===== src/rtl/opensync_cf_update_ctrl_if.sv =====
// Byte-stream interface of opensync_cf_update_ctrl: receive side in, delayed stream plus metadata out.
// Counter signals exist only when OPENSYNC_CF_UPDATE_CTRL_CNT_EN is defined.
`timescale 1ns/1ps
interface opensync_cf_update_ctrl_if;
  logic [7:0]  iv_data;
  logic        i_data_wr;
  logic        i_tsn_or_tte;
  logic [63:0] iv_local_time;
  logic [7:0]  ov_data;
  logic        o_data_wr;
  logic [63:0] ov_receive_time;
  logic        o_cf_update_flag;
`ifdef OPENSYNC_CF_UPDATE_CTRL_CNT_EN
  logic [15:0] ov_update_cnt;
  logic [15:0] ov_frame_cnt;
`endif

  modport master (
    output iv_data, i_data_wr, i_tsn_or_tte, iv_local_time,
    input  ov_data, o_data_wr, ov_receive_time, o_cf_update_flag
`ifdef OPENSYNC_CF_UPDATE_CTRL_CNT_EN
    , input ov_update_cnt, ov_frame_cnt
`endif
  );

  modport slave (
    input  iv_data, i_data_wr, i_tsn_or_tte, iv_local_time,
    output ov_data, o_data_wr, ov_receive_time, o_cf_update_flag
`ifdef OPENSYNC_CF_UPDATE_CTRL_CNT_EN
    , output ov_update_cnt, ov_frame_cnt
`endif
  );
endinterface


===== src/rtl/opensync_cf_update_ctrl.sv =====
// Per-frame correction-field update controller: timestamps byte 0, classifies the frame, delays data 2 cycles.
// Optional frame/update counters are enabled by defining OPENSYNC_CF_UPDATE_CTRL_CNT_EN.
`timescale 1ns/1ps
module opensync_cf_update_ctrl #(
  parameter logic [15:0] TSN_ETYPE = 16'h88F7,
  parameter logic [15:0] TTE_ETYPE = 16'h891D
) (
  input  logic                        i_clk,
  input  logic                        i_rst,
  opensync_cf_update_ctrl_if.slave    bus
);
  typedef enum logic [2:0] {SYNC, IDLE, HDR, UPD, PASS} state_t;

  state_t      r_state, w_next;
  logic [10:0] r_cnt, w_idx;
  logic [7:0]  r_et_hi, r_et_lo;
  logic        r_mode;
  logic [7:0]  r_d1, r_d2;
  logic        r_wr1, r_wr2;
  logic        r_flag;
  logic [63:0] r_rtime;
  logic        w_sof, w_x;

  assign w_sof = (r_state == IDLE) && bus.i_data_wr;
  assign w_idx = (r_state == IDLE) ? '0 : ((r_cnt == 11'h7FF) ? r_cnt : r_cnt + 11'd1);

  always_comb begin
    w_next = r_state;
    if (!bus.i_data_wr) begin
      w_next = IDLE;
    end else begin
      case (r_state)
        IDLE: w_next = HDR;
        HDR: begin
          if (!r_mode && w_idx == 11'd14)
            w_next = ({r_et_hi, r_et_lo} == TSN_ETYPE && bus.iv_data[3:0] <= 4'h3) ? UPD : PASS;
          else if (r_mode && w_idx == 11'd13)
            w_next = ({r_et_hi, bus.iv_data} == TTE_ETYPE) ? UPD : PASS;
        end
        default: ;
      endcase
    end
  end

  // The flag tracks the byte one stage ahead of the output; r_state==UPD covers the
  // gap cycle so the old frame's last output byte stays flagged while the FSM restarts.
  assign w_x = (w_next == UPD) || (r_state == UPD);

  always_ff @(posedge i_clk or posedge i_rst) begin
    if (i_rst) begin
      r_state <= SYNC;
      r_cnt   <= '0;
      r_et_hi <= '0;
      r_et_lo <= '0;
      r_mode  <= 1'b0;
      r_rtime <= '0;
    end else begin
      r_state <= w_next;
      if (bus.i_data_wr) r_cnt <= w_idx;
      if (w_sof) begin
        r_mode  <= bus.i_tsn_or_tte;
        r_rtime <= bus.iv_local_time;
      end
      if (r_state == HDR && w_idx == 11'd12) r_et_hi <= bus.iv_data;
      if (r_state == HDR && w_idx == 11'd13) r_et_lo <= bus.iv_data;
    end
  end

  always_ff @(posedge i_clk or posedge i_rst) begin
    if (i_rst) begin
      r_d1   <= '0;
      r_d2   <= '0;
      r_wr1  <= 1'b0;
      r_wr2  <= 1'b0;
      r_flag <= 1'b0;
    end else begin
      r_d1   <= bus.iv_data;
      r_wr1  <= bus.i_data_wr;
      r_d2   <= r_d1;
      r_wr2  <= r_wr1;
      r_flag <= r_wr1 && w_x;
    end
  end

  assign bus.ov_data          = r_d2;
  assign bus.o_data_wr        = r_wr2;
  assign bus.o_cf_update_flag = r_flag;
  assign bus.ov_receive_time  = r_rtime;

`ifdef OPENSYNC_CF_UPDATE_CTRL_CNT_EN
  logic [15:0] r_frame_cnt, r_update_cnt;

  always_ff @(posedge i_clk or posedge i_rst) begin
    if (i_rst) begin
      r_frame_cnt  <= '0;
      r_update_cnt <= '0;
    end else begin
      if (w_sof) r_frame_cnt <= r_frame_cnt + 16'd1;
      if (w_next == UPD && r_state != UPD) r_update_cnt <= r_update_cnt + 16'd1;
    end
  end

  assign bus.ov_frame_cnt  = r_frame_cnt;
  assign bus.ov_update_cnt = r_update_cnt;
`endif
endmodule


===== src/flat_wrapper.sv =====
// flat-port wrapper written by rule: the top's interface ports become plain ports
module opensync_cf_update_ctrl_flat 
#(
  parameter logic [15:0] TSN_ETYPE = 16'h88F7,
  parameter logic [15:0] TTE_ETYPE = 16'h891D
)
  (i_clk, i_rst, bus_iv_data, bus_i_data_wr, bus_i_tsn_or_tte, bus_iv_local_time, bus_ov_data, bus_o_data_wr, bus_ov_receive_time, bus_o_cf_update_flag);
  opensync_cf_update_ctrl_if bus_i ();
  input  logic i_clk;
  input  logic i_rst;
  input wire logic [$bits(bus_i.iv_data)-1:0] bus_iv_data;
  input wire logic [$bits(bus_i.i_data_wr)-1:0] bus_i_data_wr;
  input wire logic [$bits(bus_i.i_tsn_or_tte)-1:0] bus_i_tsn_or_tte;
  input wire logic [$bits(bus_i.iv_local_time)-1:0] bus_iv_local_time;
  output wire logic [$bits(bus_i.ov_data)-1:0] bus_ov_data;
  output wire logic [$bits(bus_i.o_data_wr)-1:0] bus_o_data_wr;
  output wire logic [$bits(bus_i.ov_receive_time)-1:0] bus_ov_receive_time;
  output wire logic [$bits(bus_i.o_cf_update_flag)-1:0] bus_o_cf_update_flag;
  assign bus_i.iv_data = bus_iv_data;
  assign bus_i.i_data_wr = bus_i_data_wr;
  assign bus_i.i_tsn_or_tte = bus_i_tsn_or_tte;
  assign bus_i.iv_local_time = bus_iv_local_time;
  assign bus_ov_data = bus_i.ov_data;
  assign bus_o_data_wr = bus_i.o_data_wr;
  assign bus_ov_receive_time = bus_i.ov_receive_time;
  assign bus_o_cf_update_flag = bus_i.o_cf_update_flag;
  opensync_cf_update_ctrl #(.TSN_ETYPE(TSN_ETYPE), .TTE_ETYPE(TTE_ETYPE)) u_core (.i_clk(i_clk), .i_rst(i_rst), .bus(bus_i));
endmodule

===== config.mk =====
export PLATFORM = sky130hd
export DESIGN_NAME = opensync_cf_update_ctrl_flat
export DESIGN_NICKNAME = d
export VERILOG_FILES = /design/src/rtl/opensync_cf_update_ctrl_if.sv /design/src/rtl/opensync_cf_update_ctrl.sv /design/src/flat_wrapper.sv
export SDC_FILE = /design/constraint.sdc
export NUM_CORES = 1
export LEC_CHECK = 0
export CORE_MARGIN = 2
export CORE_UTILIZATION = 41
export CTS_CLUSTER_DIAMETER = 40
export DETAILED_ROUTE_END_ITERATION = 10
export PLACE_DENSITY = 0.85
export SYNTH_ARGS = -nofsm -noshare
export SYNTH_HDL_FRONTEND = slang
export SYNTH_SLANG_ARGS = --single-unit

===== constraint.sdc =====
create_clock -name i_clk -period 3.4 [get_ports i_clk]
set_input_delay 0.34 -clock i_clk [delete_from_list [all_inputs] [get_ports i_clk]]
set_output_delay 0.34 -clock i_clk [all_outputs]
set_load 0.01 [all_outputs]

==> results of run 1 <==
[cell type report]
cell class | instances | area (µm²) | share of cell area, %
Timing Repair Buffer | 153 | 1550 | 22.6
Tap cell | 140 | 175 | 2.56
Multi-Input combinational cell | 195 | 1660 | 24.2
Sequential cell | 114 | 2850 | 41.6
Inverter | 3 | 13.8 | 0.201
Clock inverter | 11 | 160 | 2.34
Clock buffer | 20 | 445 | 6.50
[state kept, by name, summed over array words and instances (netlist names)]
signal                       count
u_core.r_et_lo                   8
u_core.bus.ov_data               8
u_core.r_wr1                     1
u_core.r_state                   3
u_core.r_cnt                    11
u_core.bus.o_cf_update_flag      1
u_core.bus.ov_receive_time      64
u_core.bus.o_data_wr             1
u_core.r_d1                      8
u_core.r_et_hi                   8
u_core.r_mode                    1
[kinds of logic (layout without fill, tap and decap cells)]
group	Yosys count	count (layout)	share of synthesized area, %
buffers and inverters	15	187	1.45
adder cells (fa/ha/maj)	1	1	0.274
flip-flops	114	114	62.4
AO/OA/AOI/OAI	36	36	5.47
AND/OR/NAND/NOR	71	71	8.78
multiplexers	87	87	21.6
[layer usage]
| layer | track usage (%) | vias to the layer above |
|---|---|---|
| met5 | 0 | - |
| met4 | 9.13 | 0 |
| met3 | 5.93 | 23 |
| met2 | 29.6 | 151 |
| met1 | 20.4 | 1612 |
| li1 | - | 1505 |
[placed cells by master (no fill, tap or decap), drive strengths merged, types with 5 or more instances in the layout]
cell | netlist | layout
nor2 | 15 | 15
clkdlybuf4s50 | 0 | 149
dfrtp | 114 | 114
and3 | 5 | 5
clkbuf | 3 | 20
clkinv | 0 | 5
o21ai | 8 | 8
nand3 | 11 | 11
nand4 | 5 | 5
nor3 | 6 | 6
nand2 | 13 | 13
a21oi | 13 | 13
mux2 | 84 | 84
[metrics by stage]
stage | cell area, µm² | total power (µW) | utilization [%] | worst slack, ps
final | 6850 | 4320 | 63.2 | 725
after global routing | 6850 | 4510 | 63.2 | 519
after CTS | 6850 | 4370 | 63.2 | 739
after detailed placement | 6250 | 2550 | 57.6 | 801
after global placement | 6250 | 2520 | 57.6 | 909
after floorplan | 4570 | 2040 | - | 44.3
[Yosys cell counts, types with 2 or more instances]
cell type / count / share of area (%)
a21oi_1: 12 / 1.3
a22o_1: 2 / 0.38
and3_1: 3 / 0.41
and3_2: 2 / 0.33
buf_1: 3 / 0.25
buf_2: 5 / 0.55
clkbuf_1: 3 / 0.25
dfrtp_1: 114 / 62
inv_1: 3 / 0.25
mux2_2: 84 / 21
mux2i_1: 2 / 0.44
nand2_1: 13 / 1.1
nand2b_1: 4 / 0.55
nand3_1: 11 / 1.2
nand3b_1: 3 / 0.49
nand4_1: 4 / 0.55
nor2_1: 13 / 1.1
nor3_1: 5 / 0.55
nor4b_1: 3 / 0.57
o21ai_0: 8 / 0.88
o31ai_1: 2 / 0.33
[where the power goes]
part	switching, µW	internal, µW	total, µW
Combinational	319	545	865
Clock	575	1210	1790
Sequential	110	1550	1660
[path summary, 6_finish.rpt]
path,startpoint,endpoint,slack [ps],cells after the start
max,u_core.r_cnt[0]$_DFFE_PP0P_,u_core.r_et_hi[5]$_DFFE_PP0P_,730,7
min,i_rst,u_core.bus.ov_receive_time[59]$_DFFE_PP0P_,280,2
max reg2reg,u_core.r_cnt[0]$_DFFE_PP0P_,u_core.r_et_hi[5]$_DFFE_PP0P_,730,7
min reg2reg,u_core.r_d1[4]$_DFF_PP0_,u_core.bus.ov_data[4]$_DFF_PP0_,340,0
max in group asynchronous,i_rst,u_core.bus.ov_receive_time[26]$_DFFE_PP0P_,2360,3
min in group i_clk,u_core.r_d1[4]$_DFF_PP0_,u_core.bus.ov_data[4]$_DFF_PP0_,340,0
[worst max-delay path, stage by stage (launching register included)]
cell and delay, ps:
dfrtp_1 530, ha_1 330, and3_1 320, mux2i_1 130, o32ai_2 330, nand4_2 230
a21oi_4 300, mux2_2 390
==> metrics.cfg, run 1 <==
[status]
status = finished, final reports clean

[layout]
drive_above_1_share_pct = 27.2
num_antenna_cells = 0
fill_cells = 789
fin_cells = 636
final_nets = 561
area.growth.synth_to_final_pct = 49.9

[sta]
fin_crit_sh_pct = 78.7
slew_viol_final = 0
slew_headroom_pct = 56.3
holdWs_ps = 283
rsz0062_at_grt = no
setup_viol = 0
clock-skew-final_ps = 7.20
fin_setup_tns_ps = 0
worstMarginPinSlew_ps = 655
period_needed_ps = 2670
fmax_ghz = 0.374
hold_violations = 0

[critical_path]
crit_path_end_kind = flip-flop
required_ps = 3800
startpoint_type = flip-flop
cp.arrival_ps = 3070
worstPathMaxFanout = 12
critPathKind = reg -> reg

[synth]
seq_area_frac_synth_pct = 62.4
synth-seq-cells = 114
synthesis.nets = 401
yosysWarnings = 0
syn_area_um2 = 4570
synth.distinct_cells = 46
synthCells = 324
synth.avg_cell_area_um2 = 14.1
synth-async-reset-ratio_pct = 100
synth_edf_count = 0
synth-main-ff-cell = dfrtp_1

[pwr]
p_leak_uw = 0.00287
ir_drop_mv = 0.333
pwr_density_cell_nw_per_um2 = 630

[clocking]
clk_pin_slew_worst_paths_ps = 60
cts_setup_buffers = 0
cts_sinks = 114
tritoncts = built
cts-htree-levels = 4
clk_latency_ps = 510
cts_buffers = 17
hold_buffers = 0
root_buffer = clkbuf_8
cts_resized = 0
clk_path_buf_depth = 2

[die]
die_area_um2 = 12000
fp.dieH_um = 110
initial_core_util_pct = 42.2
die_w_um = 110
num_rows = 38
fp.coreArea_um2 = 10800
ios = 150

[global_routing]
grt_pass1_wl_um = 16100
grtUsageTotal_pct = 17.8
grt_pass1_vias = 3261
antenna_found_initial = 0
grt_overflow = 0
grt_max_degree = 67

[worst_hold_path]
min_path_type = in -> async

[placement]
gp_congestion = 0.836
hpwlAfterDp_um = 7110
dp.cells = 605
placement.io_buffers = 149

[route]
drt_wl_total_um = 10200
via_per_inst = 5.17
met1_length_um = 3950
drt_iter0_drc = 218
topRoutingLayerUsed = met4
wl_met3_um = 932
routedWlPerCell_um = 16.1
vias = 3291
drtAntennaViolNets = 0
wl_met2_um = 5090
drt_first_pass_iters = 4
route.detailed.drc = 0

[job]
maxCapViolations = 0

(Power assumes the default switching activity.)
==> run 2: changes to the inputs <==
Clock period 3.4 ns to 2.45 ns, I/O delays scaled along.
==> run 2 against run 1 <==
Via count decreased by 0.40%. Flip-flop and latch count unchanged. Global-route usage increased by 0.85 points. Final area increased by 0.66%. Total power increased by 40%. Count of clock-buffer cells in the layout decreased by 1. Worst setup slack got worse by 620 ps. Critical path depth unchanged. Non-clock buffer count increased by 4. Worst hold slack improved by 13 ps. Register-to-register slack got worse by 620 ps. First-iteration DRC count increased by 12%.
==> metrics.cfg, run 2 (synthesis results as in run 1) <==
[critical_path]
cp-startpoint = u_core.r_cnt[1]$_DFFE_PP0P_
critPathKind = reg -> reg
crit_path_end_kind = flip-flop
r2r_cells = 7
required_ps = 2840
crit_end = u_core.r_et_hi[5]$_DFFE_PP0P_
reg2reg_slack_ps = 110
worstPathMaxFanout = 8
r2r_start = u_core.r_cnt[1]$_DFFE_PP0P_
cp.arrival_ps = 2730
timing.rr.end = u_core.r_et_hi[5]$_DFFE_PP0P_
startpoint_type = flip-flop

[die]
fp.dieH_um = 110
die_area_um2 = 12000
die_w_um = 110
fp.coreArea_um2 = 10800
initial_core_util_pct = 42.2
ios = 150
num_rows = 38

[sta]
period_needed_ps = 2340
clock-skew-final_ps = 5.73
worstMarginPinSlew_ps = 726
fin_crit_sh_pct = 95.7
slew_headroom_pct = 51.6
slew_viol_final = 0
fin_setup_tns_ps = 0
fmax_ghz = 0.427
rsz0062_at_grt = yes
hold_violations = 0
setup_ws_ps = 106
setup_viol = 0

[clocking]
cts_sinks = 114
cts-htree-levels = 4
root_buffer = clkbuf_8
clk_latency_ps = 510
tritoncts = built
cts_buffers = 17
clk_pin_slew_worst_paths_ps = 60
cts_setup_buffers = 0
clk_path_buf_depth = 2

[route]
route.detailed.drc = 0
drt_wl_total_um = 10600
routedWlPerCell_um = 16.6
drtAntennaViolNets = 0
drt_iter0_drc = 245
drt_first_pass_iters = 4
via_per_inst = 5.11
vias = 3278

[global_routing]
antenna_found_initial = 0
grt_pass1_vias = 3444
grt_overflow = 0
grtUsageTotal_pct = 18.6
grt_pass1_wl_um = 16900
grt_max_degree = 61

[placement]
placement.io_buffers = 149
hpwlAfterDp_um = 7420
dp_slack_ps = 33.1
place_area_um2 = 6260
gp_congestion = 0.868

[layout]
largest_reg_flops = 64
num_antenna_cells = 0
final_area_um2 = 6900
final_nets = 565
area.growth.synth_to_final_pct = 50.9
most-common-layout-cells = clkdlybuf4s50_1 (149), dfrtp_1 (114), mux2_2 (84)
drive_above_1_share_pct = 28.7
final_common_cell = clkdlybuf4s50_1

[worst_hold_path]
min_path_type = in -> reg

[pwr]
pwr_density_cell_nw_per_um2 = 874
p_leak_uw = 0.00291
ir_drop_mv = 0.473

[status]
status = finished, final reports clean

[job]
maxCapViolations = 0

==> run 2: changes by cell type in the layout (fill, tap and decap cells not counted), moves of 2 or more <==
cell	before	now
clkinv_4	0	2
clkinvlp_4	2	4
clkinv_2	5	0
inv_6	0	5
buf_12	2	0
buf_4	2	8
==> run 2: stage by stage <==
stage / power [µW] / hold WS [ps] / util (%) / cells
finish: 6030 / 296 / 63.6 / 641
global route: 6310 / 280 / 63.6 / 641
CTS: 6090 / 278 / 63.4 / 641
detailed placement: 3560 / 337 / 57.8 / 609
global placement: 3510 / 332 / 57.8 / 609
floorplan: 2830 / 276 / - / 324
==> run 2: timing repair <==
item | CTS | global route
gates resized for setup | 1 | 4
endpoints found under the setup margin | 3 | 20
hold buffers | 0 | 0
pin swaps | 0 | 2
==> run 2: area by class of cell <==
type	instances	area, µm²
fillers	782	3940
multi-input cells	195	1690
flip-flops and latches	114	2850
well taps	140	175
clock buffers	19	442
inverters	3	15.0
repair buffers	157	1550
clock inverters	13	174
==> run 2: where the power goes <==
| group | switching (µW) | total (µW) | internal (µW) |
|---|---|---|---|
| combinational | 456 | 1230 | 770 |
| sequential | 148 | 2300 | 2150 |
| clock | 886 | 2510 | 1620 |
| total | 1490 | 6030 | 4540 |
==> run 2: worst min-delay path by stage <==
stage / cells after the start / from / end / slack (ps)
global route: 1 / bus_iv_data[4] / u_core.r_d1[4]$_DFF_PP0_ / 280
global placement: 0 / u_core.r_d1[5]$_DFF_PP0_ / u_core.bus.ov_data[5]$_DFF_PP0_ / 330
finish: 1 / bus_iv_data[4] / u_core.r_d1[4]$_DFF_PP0_ / 300
CTS: 1 / bus_iv_data[7] / u_core.r_d1[7]$_DFF_PP0_ / 280
detailed placement: 0 / u_core.r_d1[4]$_DFF_PP0_ / u_core.bus.ov_data[4]$_DFF_PP0_ / 340
floorplan: 0 / bus_iv_data[0] / u_core.r_d1[0]$_DFF_PP0_ / 280
==> run 2: routing by layer <==
| layer | share of wire, % | routed length [µm] | track usage [%] |
|---|---|---|---|
| met1 | 38 | 4090 | 21.3 |
| met2 | 52 | 5520 | 32.2 |
| met3 | 8.1 | 865 | 6.40 |
| met4 | 1.6 | 170 | 7.14 |
| met5 | 0 | 0 | 0 |
==> run 2: critical path, cell delays in order (launching register included) <==
cell and delay, ps:
dfrtp_1 410, ha_4 200, and3_4 210, mux2i_1 130
o32ai_2 350, nand4_2 210, a21oi_4 320, mux2_2 380
